[config.mk]
export PLATFORM = sky130hd
export DESIGN_NAME = pipe_hazard_ctrl
export DESIGN_NICKNAME = d
export VERILOG_FILES = /design/src/rtl/pipe_hazard_ctrl_pkg.sv /design/src/rtl/pipe_hazard_ctrl_mdu_seq.sv /design/src/rtl/pipe_hazard_ctrl.sv
export SDC_FILE = /design/constraint.sdc
export NUM_CORES = 1
export LEC_CHECK = 0
export ABC_AREA = 1
export CORE_MARGIN = 4
export CORE_UTILIZATION = 36
export DETAILED_ROUTE_END_ITERATION = 10
export GPL_TIMING_DRIVEN = 0
export HOLD_SLACK_MARGIN = 0.06
export PLACE_DENSITY = 0.8
export SYNTH_ARGS = -nofsm -noshare
export SYNTH_HDL_FRONTEND = slang
export SYNTH_SLANG_ARGS = --single-unit
[constraint.sdc]
create_clock -name clk -period 5.75 [get_ports clk]
set_input_delay 1.725 -clock clk [delete_from_list [all_inputs] [get_ports clk]]
set_output_delay 1.725 -clock clk [all_outputs]
set_load 0.01 [all_outputs]
[src/rtl/pipe_hazard_ctrl_pkg.sv]
// Shared core definitions for the hazard sequencer: pipeline register
// indices, MDU and fetch-drop state encodings, and width defaults.
package pipe_hazard_ctrl_pkg;

  localparam int XLEN_DEF   = 64;
  localparam int REG_AW_DEF = 5;
  localparam int CNT_W_DEF  = 32;

  // Bit positions in the stall/flush vectors.
  localparam int IF_ID  = 0;
  localparam int ID_EX  = 1;
  localparam int EX_MEM = 2;
  localparam int MEM_WB = 3;

  localparam logic [1:0] MDU_IDLE = 2'd0;
  localparam logic [1:0] MDU_BUSY = 2'd1;
  localparam logic [1:0] MDU_DONE = 2'd2;

  localparam logic [0:0] F_NORMAL = 1'b0;
  localparam logic [0:0] F_DROP   = 1'b1;

endpackage

[src/rtl/pipe_hazard_ctrl_mdu_seq.sv]
// MDU handshake sequencer (IDLE -> BUSY -> DONE -> IDLE).
// Ports:
//   clk, rst        core clock, async active-high reset
//   ex_mdu_req_i    EX holds a mul/div instruction
//   mdu_done_i      MDU result valid pulse
//   trap_req_i      trap taken; aborts any in-flight op
//   dmem_wait_i     MEM stalled; launch is deferred
//   mdu_start_o     launch pulse
//   mdu_kill_o      abort pulse
//   mdu_stall_o     EX must hold for the MDU
module pipe_mdu_seq
  import pipe_hazard_ctrl_pkg::*;
(
  input  logic clk,
  input  logic rst,
  input  logic ex_mdu_req_i,
  input  logic mdu_done_i,
  input  logic trap_req_i,
  input  logic dmem_wait_i,
  output logic mdu_start_o,
  output logic mdu_kill_o,
  output logic mdu_stall_o
);

  logic [1:0] state_q, state_d;
  logic       start, kill;

  // NOTE: every signal written here gets a default first, so no path leaves
  // it unassigned and no latch is inferred.
  always_comb begin
    state_d     = state_q;
    start       = 1'b0;
    kill        = 1'b0;
    mdu_stall_o = 1'b0;
    case (state_q)
      MDU_IDLE: begin
        if (ex_mdu_req_i) begin
          mdu_stall_o = 1'b1;
          if (!trap_req_i && !dmem_wait_i) begin
            start   = 1'b1;
            state_d = MDU_BUSY;
          end
        end
      end
      MDU_BUSY: begin
        mdu_stall_o = 1'b1;
        // A done pulse coinciding with a trap is dropped: the kill wins.
        if (trap_req_i) begin
          kill    = 1'b1;
          state_d = MDU_IDLE;
        end else if (mdu_done_i) begin
          state_d = MDU_DONE;
        end
      end
      MDU_DONE: begin
        // Result is being consumed; no stall and no relaunch this cycle.
        kill    = trap_req_i;
        state_d = MDU_IDLE;
      end
      default: state_d = MDU_IDLE;
    endcase
  end

  // Launch/kill depend on live inputs, so they are gated while in reset.
  assign mdu_start_o = start & ~rst;
  assign mdu_kill_o  = kill & ~rst;

  // NOTE: sequential state uses non-blocking assignments so every register
  // samples its pre-edge value regardless of block ordering.
  always_ff @(posedge clk or posedge rst) begin
    if (rst) state_q <= MDU_IDLE;
    else     state_q <= state_d;
  end

endmodule

[src/rtl/pipe_hazard_ctrl.sv]
// Central stall/flush sequencer for the 5-stage in-order core.
// Ports:
//   clk, rst                       core clock, async active-high reset
//   id_rs1/rs2, id_rs*_ren         ID source indices and read enables
//   ex_rd, ex_mem_read             EX destination and load flag
//   ex_branch_taken/target         EX redirect request
//   ex_mdu_req, mdu_done           MDU request / result pulse
//   mdu_start, mdu_kill            MDU launch / abort
//   imem_wait, dmem_wait           fetch / MEM access pending
//   trap_req, trap_target          trap at MEM/WB boundary
//   stall[3:0], flush[3:0]         per-pipeline-register hold / zero
//   pc_stall, pc_redirect, redirect_pc   PC control
//   stall_cnt                      cycles with pc_stall asserted
module pipe_hazard_ctrl
  import pipe_hazard_ctrl_pkg::*;
#(
  parameter int XLEN   = XLEN_DEF,
  parameter int REG_AW = REG_AW_DEF,
  parameter int CNT_W  = CNT_W_DEF
) (
  input  logic              clk,
  input  logic              rst,
  input  logic [REG_AW-1:0] id_rs1,
  input  logic [REG_AW-1:0] id_rs2,
  input  logic              id_rs1_ren,
  input  logic              id_rs2_ren,
  input  logic [REG_AW-1:0] ex_rd,
  input  logic              ex_mem_read,
  input  logic              ex_branch_taken,
  input  logic [XLEN-1:0]   ex_branch_target,
  input  logic              ex_mdu_req,
  input  logic              mdu_done,
  output logic              mdu_start,
  output logic              mdu_kill,
  input  logic              imem_wait,
  input  logic              dmem_wait,
  input  logic              trap_req,
  input  logic [XLEN-1:0]   trap_target,
  output logic [3:0]        stall,
  output logic [3:0]        flush,
  output logic              pc_stall,
  output logic              pc_redirect,
  output logic [XLEN-1:0]   redirect_pc,
  output logic [CNT_W-1:0]  stall_cnt
);

  logic             mdu_stall;
  logic             load_use;
  logic [0:0]       f_state_q, f_state_d;
  logic [CNT_W-1:0] stall_cnt_q;

  pipe_mdu_seq u_mdu_seq (
    .clk         (clk),
    .rst         (rst),
    .ex_mdu_req_i(ex_mdu_req),
    .mdu_done_i  (mdu_done),
    .trap_req_i  (trap_req),
    .dmem_wait_i (dmem_wait),
    .mdu_start_o (mdu_start),
    .mdu_kill_o  (mdu_kill),
    .mdu_stall_o (mdu_stall)
  );

  // x0 is never a real dependency.
  assign load_use = ex_mem_read && (ex_rd != '0) &&
                    ((id_rs1_ren && (id_rs1 == ex_rd)) ||
                     (id_rs2_ren && (id_rs2 == ex_rd)));

  always_comb begin
    stall       = 4'b0000;
    flush       = 4'b0000;
    pc_stall    = 1'b0;
    pc_redirect = 1'b0;
    redirect_pc = '0;
    if (trap_req) begin
      flush       = 4'hF;
      pc_redirect = 1'b1;
      redirect_pc = trap_target;
    end else if (dmem_wait) begin
      // A taken branch in EX is frozen with it and redirects afterwards.
      pc_stall       = 1'b1;
      stall          = 4'b0111;
      flush[MEM_WB]  = 1'b1;
    end else if (mdu_stall) begin
      pc_stall       = 1'b1;
      stall          = 4'b0011;
      flush[EX_MEM]  = 1'b1;
    end else if (ex_branch_taken) begin
      flush[IF_ID]   = 1'b1;
      flush[ID_EX]   = 1'b1;
      pc_redirect    = 1'b1;
      redirect_pc    = ex_branch_target;
    end else if (load_use) begin
      pc_stall       = 1'b1;
      stall[IF_ID]   = 1'b1;
      flush[ID_EX]   = 1'b1;
    end
    // Fetch handling is layered on top of whichever rule fired above.
    if (imem_wait && !pc_redirect) begin
      pc_stall     = 1'b1;
      flush[IF_ID] = 1'b1;
    end
    // Any response still owed to a pre-redirect fetch is stale.
    if (f_state_q == F_DROP) flush[IF_ID] = 1'b1;
    if (rst) begin
      stall       = 4'b0000;
      flush       = 4'hF;
      pc_stall    = 1'b1;
      pc_redirect = 1'b0;
      redirect_pc = '0;
    end
  end

  always_comb begin
    f_state_d = f_state_q;
    if (f_state_q == F_NORMAL) begin
      if (pc_redirect && imem_wait) f_state_d = F_DROP;
    end else if (!imem_wait && !pc_redirect) begin
      // The response arriving now is the stale one; it is flushed above.
      f_state_d = F_NORMAL;
    end
  end

  always_ff @(posedge clk or posedge rst) begin
    if (rst) begin
      f_state_q   <= F_NORMAL;
      stall_cnt_q <= '0;
    end else begin
      f_state_q <= f_state_d;
      if (pc_stall) stall_cnt_q <= stall_cnt_q + {{(CNT_W-1){1'b0}}, 1'b1};
    end
  end

  assign stall_cnt = stall_cnt_q;

endmodule

== Yosys cells after proc, flatten, opt, wreduce, memory -nomap -nowiden ==
Cells that the tools add are included.

* Register bits: 35
* Bits of input ports: 154
* Output and inout port bits: 108
* Logic and storage cells: 76

* Add/sub/neg operators: 1
* Equality and inequality tests: 7
* Muxes and demuxes: 45
* Bitwise logic cells: 3
* Reductions and logical operators: 17

{| class="wikitable"
|+ Operators by type and width
! operator !! count
|-
| $mux 64 || 5
|-
| $add 32x1->32 const B || 1
|-
| $mux 1 || 26
|-
| $mux 4 || 4
|-
| $eq 5x5->1 || 2
|-
| $mux 2 || 5
|-
| $logic_and 1x1->1 || 8
|-
| $mux 3 || 2
|-
| $logic_not 1->1 || 5
|-
| $reduce_bool 5->1 || 1
|-
| $pmux 1 s2 || 2
|-
| $pmux 2 s2 || 1
|-
| $ne 3x3->1 const B || 1
|-
| $reduce_and 3->1 || 1
|-
| $and 1x1->1 || 2
|-
| $eq 2x1->1 const B || 1
|-
| $eq 2x2->1 const B || 1
|-
| $logic_not 2->1 || 1
|-
| $ne 2x1->1 const B || 1
|-
| $ne 2x2->1 const B || 1
|-
| $logic_or 1x1->1 || 1
|-
| $not 1->1 || 1
|}

== Depth between registers and ports, before layout ==
Gate-level depths: netlist (run 1).

* Depth after elaboration: 12
* Depth in mapped cells: 14
* Gate-level depth less buffers: 13

== Modules after synthesis ==
Synthesis (run 1) repeated with hierarchy kept, for this count alone.

* Cells, all modules: 658
* Area total of the unflattened synthesis: 3746.1 µm²

{| class="wikitable"
|+ By module, submodules not included
! module !! times used !! cells each !! area each (µm²) !! sequential area each (µm²)
|-
| pipe_hazard_ctrl || 1 || 627 || 3554.7 || 825.8
|-
| pipe_mdu_seq || 1 || 31 || 191.4 || 50.0
|}

== Least setup slack after synthesis (run 1) ==
No wires, ideal clock.

* Path kind: input-to-output
* Start point: input port rst
* End point: output port redirect_pc[54]
* Arrival time: 3694 ps
* Required time: 4025 ps
* Path slack: 331 ps
* Cell stages on the path: 5
* Path buffers: 2
* Path through: inv_2 -> buf_2 -> clkbuf_1 -> o21ai_0 -> nor3_1

* Word-level cells in the longest chain between the ends: 1

{| class="wikitable"
|+ Ends and longest elaborated chain
! item !! RTL line !! text
|-
| from (decl) || pipe_hazard_ctrl.sv:22 || <nowiki>input logic rst,</nowiki>
|-
| $mux 64 || pipe_hazard_ctrl.sv:105 || <nowiki>if (rst) begin</nowiki>
|-
| to (decl) || pipe_hazard_ctrl.sv:43 || <nowiki>output logic [XLEN-1:0] redirect_pc,</nowiki>
|}

No other way between the ends.

== Worst setup path after layout (run 1) ==
* Start point: input port rst
* End point: output port redirect_pc[41]

The elaborated chain is that of the path after synthesis.

==> flow_summary.toml, run 1 <==
[hold_path]
hp-class = "reg2reg"

[drt]
via_count = 5255
routed_via_density = 4.907
first_pass_iters = 5
drt-initial-drc-count = 322
postRouteAntennaNets = 0
wl_per_cell_um = 16.34
wl_mm = 17.51
drt_drc_violations_left = 0

[place]
post-dp-hpwl_mm = 14.61
gp_routability_congestion = 0.9338
io_buffers = 260
post-place-ws_ns = -0.2236

[critical_path]
critical_path.startpoint = "rst"
worstSetupPathType = "in2out"
reg2reg_depth = 7
crit_path_max_fanout = 10
cpMostUsedCell = "clkdlybuf4s50_1"
worstPathRequired_ns = 4.03
crit_path_end_kind = "output port"
crit_arrival_ns = 3.94
crit_chain = "clkdlybuf4s50_1 -> inv_2 -> buf_2 -> clkbuf_1 -> o21ai_0 -> nor3_1 -> clkdlybuf4s50_1"
r2r_start = "stall_cnt[0]"
reg2reg_to = "stall_cnt[16]"
r2r_setup_slack_ns = 3.69
slowest_stage = "clkdlybuf4s50_1"
crit_path_start_kind = "input pin"
cp-endpoint = "redirect_pc[41]"
cpPeakStageDelay_ns = 0.62

[synth]
netlist_instances = 667
syn-mean-instance-area_sq_um = 5.626
ys_types = 29
synth_warnings = 0
syn-num-nets = 825
yosysSeqAreaShare = 0.2334
syn-cell-area_sq_um = 3752
synth_seq_cells = 35

[grt]
grt_antenna_before_repair = 5
grt_pass1_vias = 4871
grt_max_degree = 26
grt_usage = 0.2782
overflow = 0
grt_pass1_wl_mm = 25.83

[floorplanning]
initial_core_util = 0.3668
die-area_sq_um = 12120
dieWidth_um = 110.1
ioPinCount = 262
rows = 37
die_y_um = 110.1
core_sq_um = 10230

[layout]
syn_to_final_growth_pct = 78.29
drive_gt1_frac = 0.07487
filler_cell_count = 966
multi_input_area_sq_um = 2500
diodes = 0
mostFrequentLayoutCells = "clkdlybuf4s50_1 (260), nand2_1 (186), nor2_1 (110), nor3_1 (76), o21ai_0 (67)"
regArea_sq_um = 875.8
nets = 1093
fin_util = 0.6539
final_common_cell = "clkdlybuf4s50_1"

[pwr]
power_uw = 1115
ir_drop_mv = 0.09253
powerDensity_nw_per_um2 = 166.7
p_sw_uw = 420.5
seq_power_share = 0.281
p_sw_frac = 0.3771
internal_power_uw = 694.7
power.leakage_uw = 0.002870
combPwrFrac = 0.525
p_clk_frac = 0.194

[sta]
min_period_ns = 5.668
final-hold-violation-count = 0
setup_viol = 0
fmax_mhz = 176.4
slew_violations = 0
rsz0062_at_grt = "true"
timing.final.crit_share = 0.9857
fin_ws_ns = 0.08198
fin_tns_setup_ns = 0
finClkSkew_ns = 0.004539

[cts]
cts_buffers = 5
cts_buffer_depth = 2
clk_pin_slew_worst_paths_ns = 0.07
postCtsHoldBufs = 0
h-tree-depth = 2
postCtsSetupBuffers = 0
cts.sink_count = 35
cts-root-buf = "clkbuf_8"
cts_tree = "built"
insertion_delay_ns = 0.29

[run]
drv_cap = 0

[run_status]
status = "completed"
power by group through the flow:
stage	Clock, uW	Sequential, uW	Combinational (uW)
floorplan	0	313	271
global placement	0	318	574
detailed placement	0	318	580
CTS	219	314	585
global route	229	319	636
finish	216	313	585
cell usage after synthesis:
cell	n	area [sq um]
inv_2	15	56.30
o21ai_1	1	5.000
clkbuf_1	17	63.81
buf_2	18	90.09
conb_1	1	3.750
nand3_2	2	20.02
nand2_1	186	698.2
nand3b_1	5	37.54
nand3_1	48	240.2
a21oi_1	4	20.02
dfrtp_1	35	875.8
ha_1	4	50.05
o21ai_0	67	335.3
nor2_1	110	412.9
buf_1	2	7.510
inv_1	42	157.7
buf_4	1	7.510
nand4_1	2	12.51
nand2_4	2	22.52
nor3_4	1	16.27
clkinv_1	1	3.750
xnor2_1	2	17.52
nor2_2	2	12.51
nor3_1	78	390.4
nor2_4	3	33.78
o21ai_2	1	8.760
o32ai_1	1	8.760
xor2_1	13	113.9
nor3_2	3	30.03
routing by layer:
| layer | track usage | wire length, um | up-vias |
|---|---|---|---|
| met4 | 0.04485 | 220 | 10 |
| met1 | 0.3572 | 7592 | 2341 |
| met2 | 0.4571 | 7764 | 204 |
| li1 | - | - | 2674 |
| met3 | 0.1002 | 1862 | 26 |
| met5 | 0 | 66 | - |
area by class of cell:
cell class | instances | share of cell area
tap | 136 | 0.02543
sequential | 35 | 0.1309
timing repair buffer | 261 | 0.3931
buffer | 38 | 0.02899
clock inverter | 1 | 0.004488
inverter | 58 | 0.03254
multi-input combinational | 536 | 0.3737
clock buffer | 6 | 0.01085
worst min-delay path by stage:
| stage | from | to | slack (ns) | cells after the start |
|---|---|---|---|---|
| 2_1_floorplan | f_state_q | f_state_q | 0.47 | 2 |
| 3_3_place_gp | f_state_q | f_state_q | 0.49 | 2 |
| 3_5_place_dp | stall_cnt[31] | stall_cnt[31] | 0.51 | 2 |
| 4_1_cts | stall_cnt[31] | stall_cnt[31] | 0.53 | 2 |
| 5_1_grt | stall_cnt[31] | stall_cnt[31] | 0.57 | 2 |
| 6_report | stall_cnt[31] | stall_cnt[31] | 0.53 | 2 |
cell families after synthesis:
logic type               after synthesis  synth area share
adder cells (fa/ha/maj)                4           0.01334
AO/OA/AOI/OAI                         74            0.1007
other                                  1         0.0009994
AND/OR/NAND/NOR                      442            0.5135
buffers and inverters                 96            0.1030
flip-flops                            35            0.2334
XOR/XNOR                              15           0.03501
critical path: cells and delay by family:
kind / cells / cell delay, ns
and+or+nand+nor: 1 / 0.21
buffers and inverters: 5 / 1.86
AOI/OAI and AO/OA: 1 / 0.16
flip-flops by register name, indices dropped and copies added (netlist names):
signal	cells
stall_cnt	32
u_mdu_seq.state_q	2
f_state_q	1
stage by stage:
stage               instance area [sq um]  hold slack, ns  cells
floorplan                            3752          0.4666    667
global placement                     6525          0.4868   1063
detailed placement                   6554          0.5148   1064
CTS                                  6671          0.5326   1071
global route                         6690          0.5718   1071
finish                               6690          0.5308   1071
repair_timing:
item,CTS,global route
resized for setup,7,17
pin swaps,0,0
setup endpoints to repair,22,13
Note: power is estimated with default switching activity, not from simulation.
==> run 2, diff against run 1 <==
--- a/config.mk
+++ b/config.mk
@@ -11,7 +11,7 @@
 export DETAILED_ROUTE_END_ITERATION = 10
 export GPL_TIMING_DRIVEN = 0
 export HOLD_SLACK_MARGIN = 0.06
-export PLACE_DENSITY = 0.8
+export PLACE_DENSITY = 0.87
 export SYNTH_ARGS = -nofsm -noshare
 export SYNTH_HDL_FRONTEND = slang
 export SYNTH_SLANG_ARGS = --single-unit
==> flow_summary.toml, run 2 (synthesis gave the netlist of run 1 again) <==
[critical_path]
crit_path_max_fanout = 10
cpPeakStageDelay_ns = 0.62
crit_path_start_kind = "input pin"
slowest_stage = "clkdlybuf4s50_1"
r2r_setup_slack_ns = 3.72
crit_buf_inv = 6
crit_chain = "clkdlybuf4s50_1 -> inv_2 -> o21ai_2 -> nor2_4 -> nand2_1 -> nand2_1 -> inv_2 -> buf_2 -> buf_2 -> nor3_1 -> clkdlybuf4s50_1"
worstSetupPathType = "in2out"
crit_path_end_kind = "output port"
worstPathRequired_ns = 4.03
critical-path-top-delay-family = "buffers and inverters"
crit_arrival_ns = 3.92

[pwr]
internal_power_uw = 652.2
power.leakage_uw = 0.002856
seq_power_share = 0.290
ir_drop_mv = 0.08700
combPwrFrac = 0.548
p_clk_frac = 0.163
p_sw_uw = 426.7
powerDensity_nw_per_um2 = 162.0
p_sw_frac = 0.3955

[place]
post-dp-hpwl_mm = 15.09
post-place-ws_ns = -0.3396
io_buffers = 260
gp_routability_congestion = 0.9927

[grt]
overflow = 0
grt_pass1_wl_mm = 26.70
grt_usage = 0.2887
grt_antenna_before_repair = 1
grt_max_degree = 24
grt_pass1_vias = 4985

[drt]
wl_per_cell_um = 16.58
drt-initial-drc-count = 400
via_count = 5337
postRouteAntennaNets = 0
routed_via_density = 4.983
wl_mm = 17.76
first_pass_iters = 5
drt_drc_violations_left = 0

[sta]
relSlewSlack = 0.6498
slew_violations = 0
tightest_slew_ns = 0.5236
setup_viol = 0
timing.final.crit_share = 0.9826
fin_tns_setup_ns = 0
final-hold-violation-count = 0
rsz0062_at_grt = "false"
fmax_mhz = 177.0
finClkSkew_ns = 0.005831
fin_ws_ns = 0.1003
min_period_ns = 5.650

[cts]
postCtsHoldBufs = 0
postCtsSetupBuffers = 0
h-tree-depth = 2
cts-root-buf = "clkbuf_8"
cts_buffer_depth = 2
insertion_delay_ns = 0.30
cts.sink_count = 35
cts_buffers = 5
cts_tree = "built"
clk_pin_slew_worst_paths_ns = 0.07

[floorplanning]
die-area_sq_um = 12120
core_sq_um = 10230
initial_core_util = 0.3668
die_y_um = 110.1
rows = 37
dieWidth_um = 110.1
ioPinCount = 262

[run]
drv_cap = 0

[layout]
final_common_cell = "clkdlybuf4s50_1"
syn_to_final_growth_pct = 77.49
largest_register_ffs = 32
mostFrequentLayoutCells = "clkdlybuf4s50_1 (258), nand2_1 (186), nor2_1 (110), nor3_1 (76), o21ai_0 (67)"
drive_gt1_frac = 0.06952
nets = 1092
diodes = 0

[hold_path]
hp-class = "reg2reg"

[run_status]
status = "completed"
[run 2: final timing paths]
kind | from | endpoint | cells past startpoint
max | ex_mdu_req | redirect_pc[46] | 11
max reg2reg | stall_cnt[0] | stall_cnt[16] | 7
min | f_state_q | f_state_q | 2
max in group asynchronous | rst | stall_cnt[0] | 5
min reg2reg | f_state_q | f_state_q | 2
min in group asynchronous | rst | stall_cnt[15] | 4
[run 2: layout make-up]
type,instances,area [sq um]
buffer,37,183.9
clock buffer,7,76.32
clock inverter,1,5.005
fill,972,3571
inverter,58,217.7
multi-input combinational,536,2500
sequential,35,875.8
tap,136,170.2
timing repair buffer,261,2631
[run 2: per-stage QoR]
stage	cells	power [uW]	cell area [sq um]	utilization	hold slack [ns]
after detailed placement	1064	904.4	6554	0.6406	0.5154
after floorplan	667	584.2	3752	-	0.4666
final	1071	1079	6660	0.6510	0.5216
after global placement	1063	893.3	6525	0.6378	0.4858
after CTS	1071	1083	6640	0.6490	0.5325
after global routing	1071	1156	6660	0.6510	0.5623
[run 2: tightest hold or removal path: stages, from the launching register on]
cell     delay (ns)
dfrtp_1        0.35
o21ai_0        0.07
o21ai_0        0.06
[run 2: per-layer routing]
layer  track usage  vias up  share of wire
met4       0.07564        2          0.023
met5             0        -         0.0011
met3       0.08154       27           0.10
li1              -     2673              -
met2        0.4601      261           0.45
met1        0.3848     2374           0.43
[run 2: power by group through the flow]
stage          clock network [uW]  registers (uW)  logic, uW
2_1_floorplan                   0             313        271
3_3_place_gp                    0             316        578
3_5_place_dp                    0             317        588
4_1_cts                       179             312        591
5_1_grt                       191             317        647
6_report                      176             313        591
[run 2: what timing repair did]
item / CTS / global route
gates resized for setup: 4 / 13
pin swaps: 0 / 0
setup endpoints to repair: 19 / 28
==> run 3, diff against run 2 <==
--- a/config.mk
+++ b/config.mk
@@ -6,8 +6,10 @@
 export NUM_CORES = 1
 export LEC_CHECK = 0
 export ABC_AREA = 1
+export CAP_MARGIN = 5
 export CORE_MARGIN = 4
 export CORE_UTILIZATION = 36
+export CTS_CLUSTER_SIZE = 40
 export DETAILED_ROUTE_END_ITERATION = 10
 export GPL_TIMING_DRIVEN = 0
 export HOLD_SLACK_MARGIN = 0.06
==> results of run 3 <==
No change in the layout: final DEF, timing and power equal those of run 2.
